==> src/rtl/instr_fetch.sv <==
// Instruction supply for the 4-bit CPU: loads a program over valid/ready,
// then serves mem[pc_curr] to the PC while holding set_pc low in RUN.
//
// Ports:
//   clk, rst              - clock, synchronous active-high reset
//   ld_start              - host request to (re)load a program
//   ld_valid/ld_data      - host word handshake, ld_last marks final word
//   ld_ready              - block accepts a word this cycle
//   ld_err                - sticky: load overflowed without ld_last
//   pc_curr               - current PC address
//   ins                   - instruction to the PC / decode
//   set_pc                - parks the PC at 0 while high
//   running               - program is executing
module instr_fetch #(
  parameter int              AW      = 4,
  parameter int              DW      = 16,
  parameter logic [DW-1:0]   NOP_INS = '0
) (
  input  logic          clk,
  input  logic          rst,
  input  logic          ld_start,
  input  logic          ld_valid,
  input  logic [DW-1:0] ld_data,
  input  logic          ld_last,
  output logic          ld_ready,
  output logic          ld_err,
  input  logic [AW-1:0] pc_curr,
  output logic [DW-1:0] ins,
  output logic          set_pc,
  output logic          running
);

  typedef enum logic [1:0] {
    S_IDLE,
    S_LOAD,
    S_PRIME,
    S_RUN
  } state_t;

  localparam int            DEPTH     = 1 << AW;
  localparam logic [AW-1:0] LAST_ADDR = '1;

  state_t        state_q, state_d;
  logic [AW-1:0] wr_addr_q, wr_addr_d;
  logic [AW:0]   prog_len_q, prog_len_d;
  logic          ld_err_q, ld_err_d;
  logic          set_pc_q, running_q, ld_ready_q;
  logic          xfer;

  logic [DW-1:0] mem [DEPTH];

  // ld_ready_q is only set in LOAD, so this also qualifies the state.
  assign xfer = ld_valid & ld_ready_q;

  always_comb begin
    state_d    = state_q;
    wr_addr_d  = wr_addr_q;
    prog_len_d = prog_len_q;
    ld_err_d   = ld_err_q;
    unique case (state_q)
      S_IDLE, S_RUN: begin
        if (ld_start) begin
          state_d    = S_LOAD;
          wr_addr_d  = '0;
          prog_len_d = '0;
          ld_err_d   = 1'b0;
        end
      end
      S_LOAD: begin
        if (xfer) begin
          wr_addr_d  = wr_addr_q + 1'b1;
          prog_len_d = prog_len_q + 1'b1;
          if (ld_last) begin
            state_d = S_PRIME;
          end else if (wr_addr_q == LAST_ADDR) begin
            state_d  = S_IDLE;
            ld_err_d = 1'b1;
          end
        end
      end
      S_PRIME: state_d = S_RUN;
      default: state_d = S_IDLE;
    endcase
  end

  // Outputs are registered off the next state so they carry no
  // combinational path from the host or PC inputs.
  always_ff @(posedge clk) begin
    if (rst) begin
      state_q    <= S_IDLE;
      wr_addr_q  <= '0;
      prog_len_q <= '0;
      ld_err_q   <= 1'b0;
      set_pc_q   <= 1'b1;
      running_q  <= 1'b0;
      ld_ready_q <= 1'b0;
    end else begin
      state_q    <= state_d;
      wr_addr_q  <= wr_addr_d;
      prog_len_q <= prog_len_d;
      ld_err_q   <= ld_err_d;
      set_pc_q   <= (state_d != S_RUN);
      running_q  <= (state_d == S_RUN);
      ld_ready_q <= (state_d == S_LOAD);
    end
  end

  // Program memory is not reset; prog_len gates what is reachable.
  always_ff @(posedge clk) begin
    if (!rst && xfer) begin
      mem[wr_addr_q] <= ld_data;
    end
  end

  // Asynchronous read: the PC samples ins on the same edge it branches.
  assign ins = (running_q && ({1'b0, pc_curr} < prog_len_q))
             ? mem[pc_curr] : NOP_INS;

  assign ld_ready = ld_ready_q;
  assign ld_err   = ld_err_q;
  assign set_pc   = set_pc_q;
  assign running  = running_q;

endmodule

==> config.mk <==
export PLATFORM = sky130hd
export DESIGN_NAME = instr_fetch
export DESIGN_NICKNAME = d
export VERILOG_FILES = /design/src/rtl/instr_fetch.sv
export SDC_FILE = /design/constraint.sdc
export NUM_CORES = 1
export LEC_CHECK = 0
export CORE_MARGIN = 8
export CORE_UTILIZATION = 47
export DETAILED_ROUTE_END_ITERATION = 8
export PLACE_DENSITY = 0.72
export SYNTH_ARGS = -nofsm -noshare
export SYNTH_HDL_FRONTEND = slang
export SYNTH_SLANG_ARGS = --single-unit
==> constraint.sdc <==
create_clock -name clk -period 3.1 [get_ports clk]
set_clock_uncertainty 0.1 [all_clocks]
set_input_delay 0.775 -clock clk [delete_from_list [all_inputs] [get_ports clk]]
set_output_delay 0.775 -clock clk [all_outputs]
set_load 0.005 [all_outputs]
### After elaboration in Yosys (flattened, before gate mapping)

Memory sizes are Yosys's and may differ from the RTL's.
Index checks and enable logic that the tools add are counted.

| word-level totals | value |
|---|---|
| register bits | 15 |
| RAM bits | 256 |
| input bits | 25 |
| memories | 1 |

| operators by class | value |
|---|---|
| $add $sub $neg | 2 |
| magnitude comparators | 1 |
| equal/unequal tests | 11 |
| muxes and demuxes | 19 |
| bitwise operators | 1 |
| reductions and logical operators | 8 |

Memories:

| memory | depth | width | rd ports | clocked after memory_dff | write ports | RTL line | text |
|---|---|---|---|---|---|---|---|
| mem | 16 | 16 | 1 | 0 | 1 | 50 | `logic [DW-1:0] mem [DEPTH];` |

Operators by type and width:

| kind | count |
|---|---|
| 16-bit two-way mux | 1 |
| 5-bit two-way mux | 2 |
| 2-bit != test (second input constant) | 5 |
| 5-bit one-hot mux with 2 select lines | 1 |
| 2-bit two-way mux | 4 |
| 4-bit two-way mux | 2 |
| 4-bit one-hot mux with 2 select lines | 1 |
| 2-bit == test (second input constant) | 3 |
| 1-bit two-way mux | 6 |
| 2-bit one-hot mux with 3 select lines | 1 |
| 5-bit by 1-bit adder with 5-bit output (second input constant) | 1 |
| 4-bit by 5-bit < comparator with 1-bit output | 1 |
| 5-bit AND reduction | 1 |
| 4-bit by 1-bit adder with 4-bit output (second input constant) | 1 |
| 2-bit by 1-bit == test with 1-bit output (second input constant) | 2 |
| 4-bit == test (second input constant) | 1 |
| 3-bit AND reduction | 1 |
| 1-bit logical AND | 2 |
| 2-bit zero test | 1 |
| 1-bit one-hot mux with 2 select lines | 1 |
| 2-bit nonzero test | 1 |
| 2-bit OR reduction | 1 |
| 1-bit bitwise AND | 1 |
| 1-bit zero test | 1 |

### Logic depth before layout (Yosys ltp)

Gate-level depths: netlist of the first run.

| depth | value |
|---|---|
| depth after elaboration | 6 |
| depth in mapped cells | 8 |

### Least setup slack after synthesis of the first run

No wires, ideal clock.

| path | value |
|---|---|
| path kind | input to register |
| start | in ld_valid |
| end | mem mem[0][0] (enable) |
| library setup time | 409 ps |
| arrival time | 2,298 ps |
| data required time | 2,591 ps |
| path slack | 293 ps |
| stages on the path | 4 |
| path through | nand2_1 > nor2_1 > nand2_1 > nor3_1 |

| between the ends | value |
|---|---|
| word-level cells in the longest chain between the ends | 4 |

Ends and longest elaborated chain:

| element | RTL line | text |
|---|---|---|
| start: declaration | 22 | `input logic ld_valid,` |
| 1-bit bitwise AND | 53 | `assign xfer = ld_valid & ld_ready_q;` |
| 1-bit logical AND | 110 | `if (!rst && xfer) begin` |
| 1-bit two-way mux | 110 |  |
| 1-bit two-way mux (not written as such) | 111 | `mem[wr_addr_q] <= ld_data;` |
| end: declaration | 50 |  |

Every way passes these cells.

### Worst setup path in the final report of the first run

| path | value |
|---|---|
| start | in pc_curr[0] |
| end | out ins[7] |

| between the ends | value |
|---|---|
| word-level cells in the longest chain between the ends | 3 |
| elaborated cells between the ends (all ways) | 4 |
| classes of those cells | 1 x order compare; 1 x mux; 1 x reduce/logical; 1 x memory |

Ends and longest elaborated chain:

| element | RTL line | text |
|---|---|---|
| start: declaration | 27 | `input logic [AW-1:0] pc_curr,` |
| 4-bit by 5-bit < comparator with 1-bit output | 116 | `assign ins = (running_q && ({1'b0, pc_curr} < prog_len_q))` |
| 1-bit logical AND | 116 |  |
| 16-bit two-way mux * | 117 | `? mem[pc_curr] : NOP_INS;` |
| end: declaration | 28 | `output logic [DW-1:0] ins,` |

Mark *: on every way between the ends. The rest lies on a longest branch, timed or not.

==> results of run 1 <==
==> path summary, 6_finish.rpt <==
kind / from / end / slack, ns / depth (start not counted)
setup / recovery: pc_curr[0] / ins[7] / 0.009 / 6
hold / removal: ld_err$_SDFFE_PP0P_ / ld_err$_SDFFE_PP0P_ / 0.38 / 2
hold reg to reg: ld_err$_SDFFE_PP0P_ / ld_err$_SDFFE_PP0P_ / 0.38 / 2
setup reg to reg: state_q[0]$_SDFF_PP0_ / wr_addr_q[3]$_SDFFE_PP0P_ / 1.09 / 8
==> routing by layer <==
metal	wire (um)	GRT usage, %
met3	1710	3.47
met5	0	0
met1	9830	23.5
met2	11400	28.4
met4	532	5.24
==> kinds of logic (layout without fill, tap and decap cells) <==
| kind of cell | Yosys count | count (layout) | synth area share, % |
|---|---|---|---|
| AO/OA/AOI/OAI | 65 | 65 | 4.05 |
| flip-flops | 271 | 271 | 76.0 |
| adder cells (fa/ha/maj) | 10 | 10 | 1.19 |
| buffers and inverters | 33 | 173 | 1.71 |
| AND/OR/NAND/NOR | 67 | 67 | 2.87 |
| multiplexers | 65 | 65 | 13.7 |
| XOR/XNOR | 6 | 6 | 0.500 |
==> flip-flops by register name (all words and copies together) (netlist names) <==
register	flops
state_q	2
ld_ready	1
prog_len_q	5
set_pc	1
running	1
wr_addr_q	4
ld_err	1
mem	256
==> through the flow <==
| step | setup TNS [ns] | cells | setup WS, ns |
|---|---|---|---|
| after global routing | -0.0848 | 937 | -0.0494 |
| after detailed placement | -10.26 | 869 | -0.689 |
| after CTS | -0.0637 | 928 | -0.0382 |
| final | 0 | 937 | 0.00876 |
| after floorplan | 0 | 517 | 0.293 |
| after global placement | -9.50 | 869 | -0.688 |
==> power by group through the flow <==
| stage | combinational [mW] | clock, mW | sequential (mW) |
|---|---|---|---|
| 5_1_grt | 0.793 | 3.65 | 4.09 |
| 4_1_cts | 0.693 | 3.49 | 4.08 |
| 6_report | 0.727 | 3.45 | 4.08 |
| 2_1_floorplan | 0.357 | 0 | 4.16 |
| 3_3_place_gp | 0.625 | 0 | 4.16 |
| 3_5_place_dp | 0.649 | 0 | 4.16 |
==> layout make-up <==
class                      instances  area (um2)
clock buffer                      28         679
clock inverter                    22         273
fill                            1554        8790
inverter                           9        33.8
multi-input combinational        213        2570
sequential                       271        7990
tap                              280         350
timing repair buffer             114        1210
==> critical path, cell delays in order <==
cell and delay, ns:
buf_16 0.14, buf_16 0.16, mux4_2 0.51, a22oi_2 0.24, a21oi_1 0.09, dlygate4sd2_1 0.27
==> timing repair <==
| item | 4_1_cts | 5_1_grt |
|---|---|---|
| setup buffers | 6 | 8 |
| gates cloned | 3 | 1 |
| pin swaps | 13 | 8 |
| resized for setup | 69 | 40 |
| endpoints found under the setup margin | 16 | 16 |
==> layout by cell type (no fill, tap or decap), types with 2 or more instances in the layout <==
master,count
edfxtp_1,256
mux4_2,63
buf_4,47
clkbuf_16,27
a22oi_2,24
clkdlybuf4s50_1,24
nor2_1,21
a21oi_1,14
dfxtp_1,14
buf_12,14
nand2_1,12
nor2_2,12
clkbuf_2,10
ha_1,9
inv_1,8
a21oi_2,7
a22oi_1,7
clkinv_2,6
bufinv_16,6
buf_6,6
xnor2_1,5
nand3_1,4
nor2b_1,4
nand2b_1,4
nor3_2,4
clkinvlp_4,4
clkinv_1,4
buf_16,4
a31oi_1,3
o21ai_0,3
clkdlybuf4s15_1,3
mux2i_1,2
a21o_1,2
or2_2,2
and4_1,2
inv_6,2
buf_2,2
==> out/qor.csv, run 1 <==
metric;value;unit
slew_headroom;62.3;%
clockPowerShare;41.7;%
synth_flop_cell;edfxtp_1;
grt_use_total;17.5;%
dieWidth;166;um
syn_avg_cell_area;20.3;um2
synth_top_area_cell;edfxtp_1;
cts_root_buffer;clkbuf_16;
max_cap_violations;0;
grt_pass1_wl;35.1;mm
crit_fanout;10;
drive_above_1_share;37.7;%
comb_power_share;8.8;%
wire_per_inst;25.1;um
grt-ovfl-total;0;
p_per_area;630;nW/um2
avgViaCountPerCell;5.81;
ys_seq_elements;271;
drtAntennaViolNets;0;
crit_arrival;2.22;ns
io_buffers;44;
drtIter0Drc;447;
ys_types;32;
grt_pass1_vias;5643;
fmax;0.323;GHz
fin_worst_hold_slack;0.377;ns
rsz0062_at_grt;yes;
syn-cell-area;10500;um2
cts_tree;yes;
diodes;0;
ys_top_cells_by_area;edfxtp_1, mux4_2, dfxtp_1;
dieHeight;166;um
drt-pass1-iter-count;4;
area_growth_syn_to_layout;24.6;%
final_hold_viol_count;0;
cp.required;2.22;ns
vdd_drop_max;489;uV
cp-end-kind;output pin;
drv_slew;0;
leakage;4.29;nW
setup_viol;0;
period_share;99.7;%
internal_power;6.50;mW
yosys-top-cells-count;edfxtp_1, mux4_2, nor2_1;
gp_congestion;0.786;
status;completed;
tightest_slew;0.563;ns
core-area;21900;um2
antenna_found_initial;0;
crit_type;in -> out;
yosys.area.top_type_share;73.1;%
design.die.area;27400;um2
hpwlAfterDp;14.2;mm
syn-num-nets;552;
p_sw;1.76;mW
seq_area_frac_synth;76.0;%
sequentialPowerShare;49.5;%
fin_util;59.8;%
drt_wl_total;23.5;mm
hold_buffers;0;
final_area;13100;um2
power;8.26;mW
clk_latency;0.53;ns
start_kind;input pin;
cts_buffers;27;
yosysMostFrequentCell;edfxtp_1;
fin_nets;671;
dpl_cell_area;11800;um2
cts_max_level;1;
ys_warn_count;0;
io_pins;45;
clock-sinks;271;
synth-async-reset-ratio;0;%
route.detailed.drc;0;
clk_pin_slew_worst_paths;0.06;ns
vias;5441;
min_period;3.09;ns
synth_enable_flop_cells;256;
hold_class;reg -> reg;
initial_utilization;48.0;%
num_rows;54;
grt_max_degree;17;
synthCells;517;
cts_max_path_buffers;3;
switching_share;21.3;%
(Power assumes the default switching activity.)
==> inputs of run 2 (changes only) <==
Settings changed: CORE_UTILIZATION 47 to 49, PLACE_DENSITY 0.72 to 0.75.
Clock period 3.1 ns to 3.5 ns, I/O delays scaled along.
==> run 2 against run 1 <==
Effect of this change: sequential cell count unchanged; register-to-register slack improved by 0.18 ns; worst setup slack improved by 0.048 ns; clock power decreased by 27%; power decreased by 18%; largest power group unchanged.
==> out/qor.csv, run 2 (synthesis results as in run 1) <==
metric;value;unit;change
status;completed;;unchanged
largest_register_ffs;256;;unchanged
grt-ovfl-total;0;;unchanged
cp.required;2.52;ns;was 2.22 ns
io_buffers;44;;unchanged
cp-end-kind;output pin;;unchanged
antenna_found_initial;0;;unchanged
final_cell_mix;edfxtp_1, mux4_2, buf_4;;unchanged
seqCellArea;7990;um2;about the same
final_common_cell;edfxtp_1;;unchanged
clockPowerShare;37.2;%;was 41.7%
dieHeight;162;um;was 166 um
grt_pass1_vias;5897;;was 5643
fin_util;61.2;%;was 59.8%
hold_class;reg -> reg;;unchanged
wire_per_inst;26.1;um;was 25.1 um
setup_tns;0;ns;unchanged
hpwlAfterDp;15.3;mm;was 14.2 mm
drv_slew;0;;unchanged
gp_congestion;0.838;;was 0.786
cts_max_level;1;;unchanged
setup_viol;0;;unchanged
hold_buffers;0;;unchanged
min_period;3.44;ns;
num_rows;53;;was 54
avgViaCountPerCell;5.98;;was 5.81
drtAntennaViolNets;0;;unchanged
comb_power_share;9.5;%;was 8.8%
fin_nets;682;;was 671
diodes;0;;unchanged
max_flop_register;mem;;unchanged
leakage;4.24;nW;was 4.29 nW
cts_max_path_buffers;3;;unchanged
period_share;98.4;%;
tightest_slew;0.617;ns;was 0.563 ns
multi_input_area;2530;um2;was 2570 um2
fillers;1443;;was 1554
grt_use_total;18.5;%;was 17.5%
start_kind;input pin;;unchanged
switching_share;22.1;%;was 21.3%
clock-sinks;271;;unchanged
core-area;21000;um2;was 21900 um2
dieWidth;162;um;was 166 um
fmax;0.290;GHz;
initial_utilization;50.0;%;was 48.0%
area_growth_syn_to_layout;22.3;%;was 24.6%
slew_headroom;58.8;%;was 62.3%
clk_latency;0.52;ns;was 0.53 ns
crit_arrival;2.47;ns;was 2.22 ns
grt_max_degree;26;;was 17
design.die.area;26400;um2;was 27400 um2
p_sw;1.50;mW;was 1.76 mW
drt_wl_total;24.5;mm;was 23.5 mm
vias;5627;;was 5441
crit_fanout;7;;was 10
drt-pass1-iter-count;5;;was 4
drive_above_1_share;34.4;%;was 37.7%
final_hold_viol_count;0;;unchanged
drtIter0Drc;496;;was 447
internal_power;5.29;mW;was 6.50 mW
route.detailed.drc;0;;unchanged
cts_tree;yes;;unchanged
power;6.78;mW;was 8.26 mW
p_per_area;528;nW/um2;was 630 nW/um2
cts_buffers;26;;was 27
sequentialPowerShare;53.3;%;was 49.5%
clk_pin_slew_worst_paths;0.06;ns;about the same
io_pins;45;;unchanged
reg_top3;mem (256), prog_len_q (5), wr_addr_q (4);;unchanged
crit_type;in -> out;;unchanged
grt_pass1_wl;36.2;mm;was 35.1 mm
max_cap_violations;0;;unchanged
cts_root_buffer;clkbuf_16;;unchanged
vdd_drop_max;418;uV;was 489 uV
[run 2: changes by cell type in the layout (fill, tap and decap cells not counted), sizes merged]
| cell | before | now |
|---|---|---|
| buf | 74 | 87 |
| dlygate4sd2 | 1 | 12 |
| bufinv | 6 | 0 |
| clkinvlp | 4 | 0 |
| clkdlybuf4s15 | 4 | 1 |
| inv | 11 | 9 |
| bufbuf | 1 | 0 |
| clkbuf | 38 | 39 |
[run 2: repair_timing]
action                                 CTS  global route
setup buffers                            9             5
endpoints found under the hold margin    0             0
pin swaps                                4             1
setup endpoints to repair               16            15
gates resized for setup                 61             9
gates cloned                             1             1
[run 2: final timing paths]
| check | startpoint | to | slack [ns] | depth (start not counted) |
|---|---|---|---|---|
| max | pc_curr[0] | ins[3] | 0.06 | 7 |
| min | ld_err$_SDFFE_PP0P_ | ld_err$_SDFFE_PP0P_ | 0.40 | 2 |
| max reg2reg | state_q[0]$_SDFF_PP0_ | prog_len_q[3]$_SDFFE_PP0P_ | 1.27 | 8 |
| min reg2reg | ld_err$_SDFFE_PP0P_ | ld_err$_SDFFE_PP0P_ | 0.40 | 2 |
[run 2: critical path, stage by stage]
cell and delay [ns]:
buf_8 0.14, buf_12 0.14, buf_4 0.11, mux4_2 0.50, a22oi_2 0.31, a21oi_4 0.10, dlygate4sd2_1 0.28
[run 2: metrics by stage]
stage,cell area [um2],instances,setup WS (ns),hold WS (ns)
4_1_cts,12800,935,0.00272,0.406
3_3_place_gp,11900,878,-0.547,0.368
2_1_floorplan,10500,517,0.554,0.360
3_5_place_dp,11900,878,-0.570,0.378
5_1_grt,12900,941,-0.00215,0.438
6_report,12900,941,0.0566,0.402
[run 2: power groups by stage]
stage          clock, mW  sequential, mW  combinational, mW
2_1_floorplan          0            3.68              0.316
3_3_place_gp           0            3.68              0.572
3_5_place_dp           0            3.69              0.596
4_1_cts             2.55            3.62              0.629
5_1_grt             2.66            3.62              0.699
6_report            2.52            3.62              0.643
[run 2: layout make-up]
| type | instances | share of cell area [%] |
|---|---|---|
| Clock buffer | 37 | 5.46 |
| Clock inverter | 10 | 0.418 |
| Inverter | 9 | 0.263 |
| Multi-Input combinational cell | 213 | 19.7 |
| Sequential cell | 271 | 62.1 |
| Tap cell | 275 | 2.68 |
| Timing Repair Buffer | 126 | 9.41 |
[run 2: metal layers]
layer,global-route usage [%],up-vias,routed length [um]
li1,-,2385,-
met1,24.0,2903,9410
met2,30.5,283,12000
met3,4.27,56,2360
met4,6.31,0,798
met5,0,-,0
==> inputs of run 3 (changes only) <==
Settings changed: MAX_ROUTING_LAYER set to met4.
==> run 3 against run 2 <==
Effect of this change: via count rose by 0.66%; critical path type unchanged; sequential power barely moved; wire length fell by 0.37%.
==> out/qor.csv, run 3 (synthesis results as in run 1) <==
metric;value;unit;change
design.die.area;26400;um2;unchanged
final_common_cell;edfxtp_1;;unchanged
fmax;0.290;GHz;about the same
whs_path_depth;2;;unchanged
grt_pass1_vias;5908;;was 5897
cts_root_buffer;clkbuf_16;;unchanged
status;completed;;unchanged
grt_pass1_wl;36.1;mm;was 36.2 mm
final_area;12900;um2;unchanged
slew_headroom;58.8;%;about the same
io_pins;45;;unchanged
num_rows;53;;unchanged
largest_register_ffs;256;;unchanged
cts_tree;yes;;unchanged
io_buffers;44;;unchanged
drtAntennaViolNets;0;;unchanged
comb_power_share;9.5;%;about the same
reg_top3;mem (256), prog_len_q (5), wr_addr_q (4);;unchanged
max_flop_register;mem;;unchanged
core-area;21000;um2;unchanged
cts_max_level;1;;unchanged
setup_tns;0;ns;unchanged
cts_buffers;26;;unchanged
clk_pin_slew_worst_paths;0.06;ns;about the same
dp_cells;878;;unchanged
vias;5664;;was 5627
drt_wl_total;24.4;mm;was 24.5 mm
sequentialPowerShare;53.4;%;was 53.3%
dpl_cell_area;11900;um2;unchanged
diodes;0;;unchanged
hold_buffers;0;;unchanged
cp-end-kind;output pin;;unchanged
max_cap_violations;0;;unchanged
p_per_area;527;nW/um2;was 528 nW/um2
antenna_found_initial;0;;unchanged
avgViaCountPerCell;6.02;;was 5.98
rrSetupSlack;1.27;ns;about the same
setup_ws;0.0468;ns;was 0.0566 ns
gp_congestion;0.851;;was 0.838
dieWidth;162;um;unchanged
fin_util;61.2;%;unchanged
area_growth_syn_to_layout;22.3;%;unchanged
final_cells;941;;unchanged
dieHeight;162;um;unchanged
cp.required;2.52;ns;about the same
tightest_slew;0.617;ns;about the same
clock-sinks;271;;unchanged
clk_latency;0.52;ns;about the same
drive_above_1_share;34.4;%;unchanged
fin_worst_hold_slack;0.399;ns;was 0.402 ns
setup_viol;0;;unchanged
p_sw;1.49;mW;was 1.50 mW
crit_type;in -> out;;unchanged
vdd_drop_max;412;uV;was 418 uV
start_kind;input pin;;unchanged
power;6.78;mW;about the same
grt-ovfl-total;0;;unchanged
drv_slew;0;;unchanged
crit_fanout;7;;unchanged
period_share;98.7;%;was 98.4%
route.detailed.drc;0;;unchanged
dp_worst_setup_slack;-0.570;ns;unchanged
clockPowerShare;37.1;%;was 37.2%
grt_use_total;19.1;%;was 18.5%
crit_arrival;2.48;ns;was 2.47 ns
final_hold_viol_count;0;;unchanged
drt-pass1-iter-count;5;;unchanged
leakage;4.24;nW;unchanged
rr_worst_depth;8;;unchanged
internal_power;5.29;mW;about the same
wire_per_inst;26.0;um;was 26.1 um
initial_utilization;50.0;%;unchanged
final_cell_mix;edfxtp_1, mux4_2, buf_4;;unchanged
grt_max_degree;26;;unchanged
min_period;3.45;ns;was 3.44 ns
hold_class;reg -> reg;;unchanged
switching_share;22.0;%;was 22.1%
fin_nets;682;;unchanged
drtIter0Drc;509;;was 496
hpwlAfterDp;15.3;mm;unchanged
cts_max_path_buffers;3;;unchanged
[run 3: repair_timing]
item	4_1_cts	5_1_grt
gates cloned	1	1
endpoints found under the setup margin	16	15
setup buffers	9	5
pin swaps	4	1
gates resized for setup	61	9
[run 3: power by group through the flow]
stage	clock (mW)	combinational [mW]	sequential (mW)
after CTS	2.55	0.629	3.62
after floorplan	0	0.316	3.68
final	2.52	0.644	3.62
after detailed placement	0	0.596	3.69
after global placement	0	0.572	3.68
after global routing	2.66	0.700	3.62
[run 3: worst max-delay path, stage by stage]
cell and delay (ns):
buf_8 0.14, buf_12 0.14, buf_4 0.13, mux4_2 0.49, a22oi_1 0.29, a21oi_1 0.12, dlygate4sd2_1 0.29
[run 3: per-layer routing]
metal | global-route usage, % | share of wire [%] | wire length [um]
met5 | - | 0 | 0
met2 | 30.5 | 49 | 12000
met4 | 6.31 | 3.3 | 813
met1 | 23.9 | 38 | 9400
met3 | 4.27 | 9.2 | 2250
[run 3: area by class of cell]
cell class	count	area (um2)
fillers	1443	8160
flip-flops and latches	271	7990
multi-input cells	213	2530
repair buffers	126	1210
clock buffers	37	702
well taps	275	344
clock inverters	10	53.8
inverters	9	33.8
[run 3: worst paths after layout]
path | from | end
hold reg to reg | ld_err$_SDFFE_PP0P_ | ld_err$_SDFFE_PP0P_
hold / removal | ld_err$_SDFFE_PP0P_ | ld_err$_SDFFE_PP0P_
setup reg to reg | state_q[0]$_SDFF_PP0_ | prog_len_q[3]$_SDFFE_PP0P_
setup / recovery | pc_curr[0] | ins[15]
